### config.mk
export PLATFORM = sky130hd
export DESIGN_NAME = fp_f2d_seq
export DESIGN_NICKNAME = d
export VERILOG_FILES = /design/src/rtl/fp_f2d_seq.sv
export SDC_FILE = /design/constraint.sdc
export NUM_CORES = 1
export LEC_CHECK = 0
export CELL_PAD_IN_SITES_DETAIL_PLACEMENT = 0
export CELL_PAD_IN_SITES_GLOBAL_PLACEMENT = 2
export CORE_UTILIZATION = 30
export DETAILED_ROUTE_END_ITERATION = 10
export PLACE_DENSITY = 0.87
export SLEW_MARGIN = 20
export SYNTH_ARGS = -nofsm -noshare
export SYNTH_HDL_FRONTEND = slang
export SYNTH_SLANG_ARGS = --single-unit
### constraint.sdc
create_clock -name clk_i -period 2.3 [get_ports clk_i]
set_input_delay 0.23 -clock clk_i [delete_from_list [all_inputs] [get_ports clk_i]]
set_output_delay 0.23 -clock clk_i [all_outputs]
set_load 0.01 [all_outputs]
### src/rtl/fp_f2d_seq.sv
// fp_f2d_seq: sequential FP32 -> FP64 conversion.
// Zero, infinity, NaN and normal operands resolve in one cycle. Subnormal
// operands are normalised one bit per cycle in NORM until the hidden bit
// reaches bit 23 of the shift register.
module fp_f2d_seq (
  input  logic        clk_i,
  input  logic        rst_ni,
  input  logic        flush_i,
  input  logic        in_valid_i,
  output logic        in_ready_o,
  input  logic [31:0] a_i,
  output logic        out_valid_o,
  input  logic        out_ready_i,
  output logic [63:0] result_o,
  output logic        invalid_o,
  output logic        busy_o
);

  typedef enum logic [1:0] {
    IDLE,
    NORM,
    DONE
  } state_t;

  state_t      state_q;
  logic [23:0] shreg_q;
  logic [10:0] wexp_q;
  logic        sign_q;
  logic [63:0] result_q;
  logic        invalid_q;

  logic        a_sign;
  logic [7:0]  a_exp;
  logic [22:0] a_mant;
  logic        a_is_sub;
  logic [63:0] fast_result;
  logic        fast_invalid;
  logic        accept;
  logic [23:0] shifted;
  logic [10:0] wexp_dec;

  // Operand decode and single-cycle result for every non-subnormal class
  always_comb begin
    a_sign       = a_i[31];
    a_exp        = a_i[30:23];
    a_mant       = a_i[22:0];
    a_is_sub     = (a_exp == 8'h00) && (a_mant != 23'd0);
    fast_invalid = 1'b0;
    fast_result  = {a_sign, {3'b000, a_exp} + 11'd896, a_mant, 29'd0};
    if (a_exp == 8'h00) begin
      fast_result = {a_sign, 63'd0};
    end else if (a_exp == 8'hFF) begin
      if (a_mant == 23'd0) begin
        fast_result = {a_sign, 11'h7FF, 52'd0};
      end else begin
        // Forcing the quiet bit covers both NaN kinds: a quiet NaN already has it set.
        fast_result  = {a_sign, 11'h7FF, 1'b1, a_mant[21:0], 29'd0};
        fast_invalid = ~a_mant[22];
      end
    end
  end

  // Handshake and normalisation datapath helpers
  always_comb begin
    in_ready_o  = ~flush_i & ((state_q == IDLE) | ((state_q == DONE) & out_ready_i));
    accept      = in_valid_i & in_ready_o;
    out_valid_o = (state_q == DONE);
    busy_o      = (state_q != IDLE);
    result_o    = result_q;
    invalid_o   = invalid_q;
    shifted     = shreg_q << 1;
    wexp_dec    = wexp_q - 11'd1;
  end

  // Conversion FSM with registered result and flag
  always_ff @(posedge clk_i or negedge rst_ni) begin
    if (!rst_ni) begin
      state_q   <= IDLE;
      shreg_q   <= '0;
      wexp_q    <= '0;
      sign_q    <= 1'b0;
      result_q  <= '0;
      invalid_q <= 1'b0;
    end else if (flush_i) begin
      state_q <= IDLE;
    end else begin
      case (state_q)
        IDLE, DONE: begin
          if (accept) begin
            if (a_is_sub) begin
              state_q <= NORM;
              shreg_q <= {1'b0, a_mant};
              wexp_q  <= 11'd897;
              sign_q  <= a_sign;
            end else begin
              state_q   <= DONE;
              result_q  <= fast_result;
              invalid_q <= fast_invalid;
            end
          end else if ((state_q == DONE) && out_ready_i) begin
            state_q <= IDLE;
          end
        end
        NORM: begin
          shreg_q <= shifted;
          wexp_q  <= wexp_dec;
          if (shifted[23]) begin
            state_q   <= DONE;
            result_q  <= {sign_q, wexp_dec, shifted[22:0], 29'd0};
            invalid_q <= 1'b0;
          end
        end
        default: state_q <= IDLE;
      endcase
    end
  end

endmodule
======== Word-level counts from Yosys, hierarchy flattened ========
Index checks and enable logic that the tools add are counted.
word-level totals
  register bits ........................... 102
  bits in latches ......................... 0
  memory bits (writable) .................. 0
  memory bits (read-only) ................. 0
  input port bits ......................... 37
  output and inout port bits .............. 68
  logic and storage cells ................. 62
  memories ................................ 0
operators by class
  $add $sub $neg .......................... 2
  multiply operators ...................... 0
  divide/modulo/power cells ............... 0
  $lt $le $gt $ge ......................... 0
  equality and inequality tests ........... 9
  shifts and indexed selects .............. 0
  muxes and demuxes ....................... 26
  bitwise gates (word level) .............. 6
  reduce and logical (&&, ||, !) cells .... 13
operator list
  operator               number
  $mux 64                3
  $pmux 64 s2            1
  $mux 63                2
  $mux 52                1
  $mux 23                2
  $pmux 23 s2            1
  $logic_not 23->1       1
  $reduce_bool 23->1     1
  $mux 11                2
  $pmux 11 s2            1
  $add 8x10->11 const B  1
  $sub 11x1->11 const B  1
  $mux 2                 5
  $eq 8x8->1 const B     1
  $logic_not 8->1        1
  $ne 2x2->1 const B     4
  $reduce_and 4->1       2
  $mux 1                 6
  $reduce_and 5->1       1
  $ne 4x4->1 const B     1
  $pmux 2 s2             1
  $reduce_bool 2->1      2
  $and 1x1->1            3
  $ne 3x3->1 const B     1
  other kinds (9)        11

======== Logic depth before layout (Yosys ltp) ========
Gate-level depths: netlist (run 1).
  depth in word-level cells ............... 8
  mapped depth ............................ 8
  depth with buffers taken out ............ 7

======== Worst setup path after synthesis (run 1) ========
Ideal clock, no wire load.
  path type ............................... flip-flop to flip-flop
  start point ............................. register state_q[0]
  end point ............................... register shreg_q[20]
  library setup time ...................... 0.127 ns
  arrival time ............................ 1.846 ns
  data required time ...................... 2.173 ns
  setup slack ............................. 0.326 ns
  cell stages (with the launch flop) ...... 8
  path buffers ............................ 3
  clock period less this slack ............ 1.974 ns
  cell sequence ........................... dfrtp_1 buf_2 nor2_1 a211oi_2 a21boi_1 buf_2 buf_6 mux2_1
on the way
  word-level cells in the longest chain between the ends .. 7
  elaborated cells between the ends (all ways) .. 13
  those cells by class .................... eq/ne (4); mux (1); bitwise (4); reduce/logical (4)
RTL lines
  item                               RTL line  RTL
  from (decl)                        25        state_t state_q;
  from (signal assigned)             78        state_q <= IDLE;
  from (signal assigned)             85        state_q <= IDLE;
  from (signal assigned)             91        state_q <= NORM;
  $eq 2x2->1                         65, 87
  $and 1x1->1                        65        in_ready_o = ~flush_i & ((state_q == IDLE) | ((state_q == DONE) & out_ready_i));
  $or 1x1->1                         65
  $and 1x1->1                        65
  $and 1x1->1                        66        accept = in_valid_i & in_ready_o;
  $ne 2x2->1 (no source line)        --
  $reduce_and 4->1 (no source line)  --
  to (signal assigned)               92        shreg_q <= {1'b0, a_mant};
  to (signal assigned)               105       shreg_q <= shifted;
  to (decl)                          26        logic [23:0] shreg_q;
Several ways; a longest one is shown, not always the timed one.
A chain may end at the register's enable or synchronous reset.

======== Worst setup path in the final report (run 1) ========
  start point ............................. input a_i[11]
  end point ............................... register result_q[46], in the netlist result_o[46]
on the way
  word-level cells in the longest chain between the ends .. 7
  elaborated cells between the ends (all ways) .. 11
  those cells by class .................... eq/ne (1); mux (6); reduce/logical (4)
RTL lines
  item                  RTL line  RTL
  from (decl)           11        input logic [31:0] a_i,
  $logic_not 23->1      53        if (a_mant == 23'd0) begin
  $mux 52               53
  $mux 63               52        end else if (a_exp == 8'hFF) begin
  $mux 63               50        if (a_exp == 8'h00) begin
  $mux 64               90        if (a_is_sub) begin
  $mux 64               89        if (accept) begin
  $pmux 64 s2           87        case (state_q)
  to (signal assigned)  97        result_q <= fast_result;
  to (signal assigned)  109       result_q <= {sign_q, wexp_dec, shifted[22:0], 29'd0};
  to (decl)             29        logic [63:0] result_q;
Several ways; a longest one is shown, not always the timed one. The select of a mux whose other input is x is not followed.

==> metrics.yaml, run 1 <==
worstSetupStartpointType: "input pin"
grt-ovfl-total: 0
ys_types: 47
cts_resized: 0
vias: 3229
numCtsBuffers: 9
ir_worst_vdd_mv: 0.372
insertion_delay_ns: 0.33
final_cells: 708
maxSlewViolCount: 0
slew-limit-headroom: 0.363
critPathArrivalTime_ns: 2.27
grt_pass1_wl_um: 16400
vias_per_cell: 4.56
placed_area_um2: 5240
reg2reg_from: "wexp_q[0]"
cts.sinks: 73
n_antenna_cell: 0
maxCapViolations: 0
fill_cells: 1341
cts_max_path_buffers: 2
rsz0062_at_grt: "no"
period_share: 0.896
avgSynthCellArea_um2: 9.87
grt_pass1_vias: 3184
track_usage: 0.149
syn_area_um2: 4130
critPathKind: "in2reg"
worst_setup_path_end_kind: "flip-flop"
required_ns: 2.51
dieHeight_um: 119
hpwl_um: 7170
die_x_um: 119
floorplan.initialDensity: 0.309
io_pins: 105
synth_edf_count: 0
tns_ns: 0
syn_inst: 418
finalWeightedCongestion: 0.807
synth.mux.area_fraction: 0.189
crit_start: "a_i[11]"
synth_fa_ha_area_frac: 0.00303
fin_ws_ns: 0.239
drt-initial-drc-count: 192
multi_input_area_um2: 2050
synth_xor_area_frac: 0.0191
cts_hold_buffers: 0
dp_slack_ns: -0.154
yosysSeqAreaShare: 0.443
drt-total-wl_um: 10000
drt_pass1_iterations: 4
final-seq-area_um2: 1830
synth_async_sr_flop_share: 1.00
drcViolationCount: 0
fp-row-count: 42
drive_gt1_frac: 0.226
cts_setup_buffers: 0
setup_viol: 0
ys.flop_type: "dfrtp_1"
finalHoldViolCount: 0
hp-class: "in2async"
design.core.area_um2: 13300
status: "complete, no violations"
synth-simple-area-share: 0.184
grt_max_degree: 74
finClkSkew_ns: 0.00932
areaGrowthSynthToFinish_pct: 35.3
crit_fanout: 28
ant_nets: 0
finalWorstPathRequiredPeriod_ns: 2.06
antenna_found_initial: 0
fmax_mhz: 485
power_density_nw_per_um2: 695
h-tree-depth: 3
dp.cells: 692
stdcell_area_um2: 5580
yosysWarnings: 0
nets: 565
synth_compound_area_frac: 0.0737
cts_tree: "built"
dieArea_um2: 14200
total_power_mw: 3.88
p_leak_nw: 2.70
wire_per_inst_um: 14.2
synth_top_family_by_area: "multiplexers"
synth-seq-cells: 73
cts.reportedPaths.clkPinSlew_ns: 0.05
io_buffer_count: 75
root_buffer: "clkbuf_16"
tightest_slew_ns: 0.955
## metal layers
layer | GRT usage | wire length, um
met1 | 0.204 | 4880
met2 | 0.227 | 4510
met3 | 0.0316 | 433
met4 | 0.0617 | 195
met5 | 0 | 0
## worst max-delay path, cell delays in order
cell and delay [ns]:
clkdlybuf4s50_1 0.46, nor4_2 0.40, nand4_2 0.19, o211ai_4 0.29
o221ai_4 0.17, buf_12 0.22, mux2_4 0.31
## final timing paths
check,end,slack (ns),depth (start not counted)
worst max-delay path,result_o[46],0.24,7
worst min-delay path,result_o[55],0.02,1
worst max register to register,result_o[60],0.31,7
worst min register to register,shreg_q[3],0.49,1
max in group asynchronous,wexp_q[6],1.63,1
min in group clk_i,shreg_q[3],0.49,1
## through the flow
stage / utilization / hold slack [ns]
2_1_floorplan: - / -0.0656
3_3_place_gp: 0.393 / 0.445
3_5_place_dp: 0.393 / 0.456
4_1_cts: 0.418 / 0.0965
5_1_grt: 0.418 / 0.132
6_report: 0.418 / 0.0236
## area by class of cell
class / instances / area share
flip-flops and latches: 73 / 0.327
clock buffers: 12 / 0.0477
inverters: 11 / 0.00740
repair buffers: 117 / 0.197
multi-input cells: 315 / 0.368
clock inverters: 4 / 0.0132
well taps: 176 / 0.0394
## power breakdown
| group | internal, mW | switching (mW) | leakage, nW | total, mW |
|---|---|---|---|---|
| logic | 0.477 | 0.299 | 1.64 | 0.776 |
| registers | 1.43 | 0.102 | 0.889 | 1.54 |
| clock network | 1.04 | 0.530 | 0.169 | 1.57 |
## layout by cell type (no fill, tap or decap), types with 3 or more instances in the layout
| master | Yosys | routed |
|---|---|---|
| a21oi_1 | 6 | 5 |
| a31oi_1 | 3 | 3 |
| buf_12 | 0 | 3 |
| buf_4 | 29 | 40 |
| clkbuf_16 | 0 | 9 |
| clkbuf_8 | 0 | 3 |
| clkdlybuf4s50_1 | 0 | 74 |
| conb_1 | 1 | 29 |
| dfrtp_1 | 73 | 73 |
| inv_1 | 11 | 11 |
| mux2_1 | 11 | 11 |
| mux2_2 | 19 | 19 |
| mux2_4 | 28 | 28 |
| nand2_1 | 124 | 124 |
| nand4_1 | 4 | 4 |
| nor2_1 | 15 | 15 |
| nor3_1 | 10 | 10 |
| nor4_2 | 5 | 5 |
| o21ai_0 | 16 | 16 |
| o21ai_1 | 3 | 3 |
| xnor2_1 | 5 | 5 |
| xor2_1 | 4 | 4 |
## cells in the mapped netlist, drive strengths merged (2+ instances only)
| library cell | count | share of area |
|---|---|---|
| nand2 | 124 | 0.11 |
| and3 | 2 | 0.0030 |
| nand2b | 2 | 0.0030 |
| nand4 | 5 | 0.0091 |
| buf | 36 | 0.067 |
| nor2b | 2 | 0.0030 |
| a211oi | 2 | 0.0049 |
| nor2 | 15 | 0.014 |
| a2bb2oi | 2 | 0.0042 |
| a31oi | 3 | 0.0046 |
| nor4 | 7 | 0.018 |
| o21ai | 19 | 0.023 |
| a21oi | 6 | 0.0073 |
| nor3 | 10 | 0.012 |
| inv | 11 | 0.010 |
| mux2 | 58 | 0.18 |
| mux2i | 2 | 0.0049 |
| or3 | 2 | 0.0030 |
| xor2 | 4 | 0.0085 |
| xnor2 | 5 | 0.011 |
| clkbuf | 11 | 0.010 |
| dfrtp | 73 | 0.44 |
## logic make-up after synthesis
group	after synthesis
mux	60
fa+ha+maj	1
xor+xnor	9
simple gates	173
compound gates	43
other cells	1
buf+inv	58
flops	73
## flip-flops by register name, summed over array words and instances, names as in the netlist
register,cells
state_q,2
invalid_o,1
wexp_q,11
shreg_q,23
result_o,35
sign_q,1
(Power assumes the default switching activity.)
==> run 2: changes to the inputs <==
--- a/config.mk
+++ b/config.mk
@@ -7,10 +7,10 @@
 export LEC_CHECK = 0
 export CELL_PAD_IN_SITES_DETAIL_PLACEMENT = 0
 export CELL_PAD_IN_SITES_GLOBAL_PLACEMENT = 2
+export CORE_MARGIN = 1.5
 export CORE_UTILIZATION = 30
 export DETAILED_ROUTE_END_ITERATION = 10
 export PLACE_DENSITY = 0.87
-export SLEW_MARGIN = 20
 export SYNTH_ARGS = -nofsm -noshare
 export SYNTH_HDL_FRONTEND = slang
 export SYNTH_SLANG_ARGS = --single-unit
==> metrics.yaml, run 2 (synthesis results as in run 1) <==
worstReg2RegEnd: "shreg_q[18]"
rsz0062_at_grt: "no"
worst_path_max_delay_cell: "clkdlybuf4s50_1"
worst_setup_path_end_kind: "flip-flop"
dieHeight_um: 120
reg2regPathDepth: 5
crit_fanout: 22
cts_resized: 0
largest_register_ffs: 35
fill_cells: 1320
crit_end: "shreg_q[21]"
finClkSkew_ns: 0.00393
finalWorstPathRequiredPeriod_ns: 2.05
p_int_mw: 2.85
crit_buf_inv: 3
layout_commonest_cell: "nand2_1"
vias_per_cell: 4.56
tns_ns: 0
vias: 3232
crit_chain: "clkdlybuf4s50_1, nor4_2, nand4_2, o211ai_4, buf_4, a21boi_2, buf_12, mux2_1"
io_pins: 105
drt-initial-drc-count: 148
critPathKind: "in2reg"
p_comb_frac: 0.205
antenna_found_initial: 0
drcViolationCount: 0
root_buffer: "clkbuf_16"
cts_tree: "built"
cts_max_path_buffers: 2
tightest_slew_ns: 0.955
setup_viol: 0
power_frac_seq: 0.404
wl_met1_um: 4910
p_leak_nw: 2.68
critPathArrivalTime_ns: 2.27
fp-row-count: 42
dp.cells: 693
h-tree-depth: 3
track_usage: 0.147
insertion_delay_ns: 0.34
nets: 566
reg2reg_from: "state_q[0]"
hpwl_um: 7270
areaGrowthSynthToFinish_pct: 34.5
grt_pass1_wl_um: 16600
final_cells: 709
grt-ovfl-total: 0
hp-class: "in2async"
cts_hold_buffers: 0
cp_top_family: "buffers and inverters"
crit_start: "a_i[11]"
n_antenna_cell: 0
final_cell_mix: "nand2_1, clkdlybuf4s50_1, dfrtp_1"
dr_wl_met2_um: 4630
ir_worst_vdd_mv: 0.321
maxCapViolations: 0
floorplan.initialDensity: 0.309
maxSlewViolCount: 0
stdcell_area_um2: 5550
die_x_um: 120
numCtsBuffers: 9
grt_max_degree: 74
finalHoldViolCount: 0
drt_pass1_iterations: 4
critPathMaxStageDelay_ns: 0.50
cts_setup_buffers: 0
required_ns: 2.51
grt_pass1_vias: 3208
routed-wl-met3_um: 437
routed.top_layer: "met4"
r2r_slack_ns: 0.36
worstSetupStartpointType: "input pin"
period_share: 0.893
slew-limit-headroom: 0.363
placed_area_um2: 5240
fmax_mhz: 487
drive_gt1_frac: 0.225
drt-total-wl_um: 10100
io_buffer_count: 75
cp.depth: 8
power_density_nw_per_um2: 684
pwr-share-clk: 0.391
power.switching_mw: 0.938
wire_per_inst_um: 14.3
finalWeightedCongestion: 0.852
cts.reportedPaths.clkPinSlew_ns: 0.06
total_power_mw: 3.79
dieArea_um2: 14500
switching_share: 0.247
cts.sinks: 73
ant_nets: 0
status: "complete, no violations"
design.core.area_um2: 13300
## run 2: cell types whose count changed in the layout (fill, tap and decap cells not counted), sizes merged
cell      delta
clkinv       +1
clkinvlp     +1
buf          +1
clkbuf       -2
## run 2: cell type report
| cell class | instances | area (um^2) | area share |
|---|---|---|---|
| multi-input combinational | 315 | 2050 | 0.370 |
| tap | 176 | 220 | 0.0397 |
| clock inverter | 6 | 82.6 | 0.0149 |
| inverter | 11 | 41.3 | 0.00744 |
| timing repair buffer | 118 | 1100 | 0.198 |
| sequential | 73 | 1830 | 0.329 |
| clock buffer | 10 | 229 | 0.0413 |
## run 2: worst min-delay path by stage
stage / from / end / slack (ns) / cells after the start
finish: rst_ni / result_o[54] / 0.03 / 1
detailed placement: rst_ni / result_o[52] / 0.45 / 1
floorplan: rst_ni / invalid_o / -0.07 / 0
global placement: rst_ni / result_o[52] / 0.45 / 1
global route: rst_ni / result_o[54] / 0.11 / 1
CTS: rst_ni / shreg_q[17] / 0.09 / 1
## run 2: per-stage QoR
| step | setup WS (ns) | hold WS, ns | util |
|---|---|---|---|
| 4_1_cts | 0.247 | 0.0888 | 0.416 |
| 6_report | 0.246 | 0.0299 | 0.416 |
| 5_1_grt | 0.107 | 0.107 | 0.416 |
| 3_5_place_dp | -0.111 | 0.449 | 0.392 |
| 2_1_floorplan | 0.326 | -0.0656 | - |
| 3_3_place_gp | -0.0828 | 0.450 | 0.392 |
## run 2: power by group through the flow
| stage | Sequential (mW) | Combinational, mW | Clock [mW] |
|---|---|---|---|
| after CTS | 1.53 | 0.788 | 1.52 |
| final | 1.53 | 0.779 | 1.48 |
| after global routing | 1.55 | 0.842 | 1.57 |
| after global placement | 1.55 | 0.778 | 0 |
| after floorplan | 1.59 | 0.348 | 0 |
| after detailed placement | 1.55 | 0.785 | 0 |
## run 2: layer usage
layer / GRT usage / vias up
li1: - / 1572
met1: 0.200 / 1559
met2: 0.223 / 91
met3: 0.0358 / 10
met4: 0.0640 / 0
met5: 0 / -
==> run 3: changes to the inputs <==
--- a/config.mk
+++ b/config.mk
@@ -10,7 +10,8 @@
 export CORE_MARGIN = 1.5
 export CORE_UTILIZATION = 30
 export DETAILED_ROUTE_END_ITERATION = 10
-export PLACE_DENSITY = 0.87
+export HOLD_SLACK_MARGIN = 0.02
+export PLACE_DENSITY_LB_ADDON = 0.1
 export SYNTH_ARGS = -nofsm -noshare
 export SYNTH_HDL_FRONTEND = slang
 export SYNTH_SLANG_ARGS = --single-unit
==> metrics.yaml, run 3 (synthesis results as in run 1) <==
nets: 574
maxCapViolations: 0
cts.reportedPaths.clkPinSlew_ns: 0.06
io_buffer_count: 75
track_usage: 0.156
crit_chain: "clkdlybuf4s50_1, nor4_2, buf_4, nand4_2, o211ai_4, buf_4, a21boi_2, buf_4, mux2_1"
floorplan.initialDensity: 0.309
vias: 3222
fmax_mhz: 483
power_density_nw_per_um2: 670
grt_pass1_wl_um: 17500
cts_resized: 0
hp-class: "in2async"
dieArea_um2: 14500
fill_cells: 1349
required_ns: 2.51
grt_pass1_vias: 3384
wire_per_inst_um: 14.7
critPathArrivalTime_ns: 2.28
p_leak_nw: 2.73
worst_setup_path_end_kind: "flip-flop"
drt-total-wl_um: 10500
antenna_found_initial: 0
multi_input_area_um2: 2050
finalHoldViolCount: 0
tightest_slew_ns: 0.592
finClkSkew_ns: 0.00549
io_pins: 105
grt-ovfl-total: 0
critPathKind: "in2reg"
final_cells: 717
setup_viol: 0
rsz0062_at_grt: "no"
status: "complete, no violations"
crit_start: "a_i[0]"
numCtsBuffers: 9
insertion_delay_ns: 0.33
largest_register_ffs: 35
root_buffer: "clkbuf_16"
finalWorstPathRequiredPeriod_ns: 2.07
hpwl_um: 7630
design.core.area_um2: 13300
crit_buf_inv: 4
final_cell_mix: "nand2_1, clkdlybuf4s50_1, dfrtp_1"
ir_worst_vdd_mv: 0.325
finalWeightedCongestion: 0.793
slew-limit-headroom: 0.602
cts_hold_buffers: 1
cp_top_family: "buffers and inverters"
fp-row-count: 42
cts_max_path_buffers: 2
cts_setup_buffers: 0
dieHeight_um: 120
maxSlewViolCount: 0
placed_area_um2: 5320
reg2reg_from: "wexp_q[0]"
period_share: 0.901
cts_tree: "built"
path_common_cell: "buf_4"
drt-initial-drc-count: 100
layout_commonest_cell: "nand2_1"
grt_max_degree: 43
crit_fanout: 7
worstSetupStartpointType: "input pin"
final-seq-area_um2: 1830
ant_nets: 0
areaGrowthSynthToFinish_pct: 36.6
cts.sinks: 73
die_x_um: 120
vias_per_cell: 4.49
dp.cells: 700
critPathMaxStageDelay_ns: 0.49
drt_pass1_iterations: 4
worst_path_max_delay_cell: "clkdlybuf4s50_1"
n_antenna_cell: 0
drcViolationCount: 0
h-tree-depth: 3
drive_gt1_frac: 0.233
stdcell_area_um2: 5630
[run 3: metal layers]
layer  vias up  part of all wire  GRT usage
li1       1597                 -          -
met1      1513              0.50      0.215
met2        99              0.44      0.240
met3        13             0.047     0.0292
met4         0             0.017     0.0669
met5         -                 0          0
[run 3: report_power, final]
group | internal [mW] | switching, mW | leakage [nW] | total (mW)
registers | 1.43 | 0.0935 | 0.889 | 1.53
clock network | 0.928 | 0.529 | 0.153 | 1.46
logic | 0.489 | 0.304 | 1.69 | 0.793
total | 2.85 | 0.927 | 2.73 | 3.78
[run 3: final timing paths]
path | to | slack (ns) | cells past startpoint
max | shreg_q[21] | 0.23 | 9
min | result_o[60] | 0.40 | 2
max reg2reg | result_o[56] | 0.35 | 8
min reg2reg | shreg_q[6] | 0.49 | 1
max in group asynchronous | shreg_q[15] | 1.30 | 3
min in group clk_i | shreg_q[6] | 0.49 | 1
[run 3: final cells by class]
class                           instances  share of cell area
Sequential cell                        73               0.324
Inverter                               11             0.00733
Timing Repair Buffer                  126               0.210
Tap cell                              176              0.0391
Clock inverter                          2             0.00622
Multi-Input combinational cell        315               0.364
Clock buffer                           14              0.0486
[run 3: metrics by stage]
| stage | total power, mW | setup WS [ns] | utilization | hold WS (ns) | setup TNS (ns) |
|---|---|---|---|---|---|
| after floorplan | 1.93 | 0.326 | - | -0.0656 | 0 |
| after global placement | 2.35 | -0.0784 | 0.398 | 0.219 | -3.50 |
| after detailed placement | 2.35 | -0.110 | 0.398 | 0.215 | -4.74 |
| after CTS | 3.84 | 0.231 | 0.422 | 0.416 | 0 |
| after global routing | 3.97 | 0.0991 | 0.422 | 0.455 | 0 |
| final | 3.78 | 0.228 | 0.422 | 0.396 | 0 |
[run 3: worst register-to-register path, delay by kind of cell (launching register included)]
kind / cells / cell delay [ns]
and+or+nand+nor: 2 / 0.44
DFF: 1 / 0.43
buffers and inverters: 2 / 0.26
muxes: 1 / 0.26
adders and majority gates: 1 / 0.19
xor gates and xnor gates: 1 / 0.16
AOI/OAI and AO/OA: 1 / 0.11
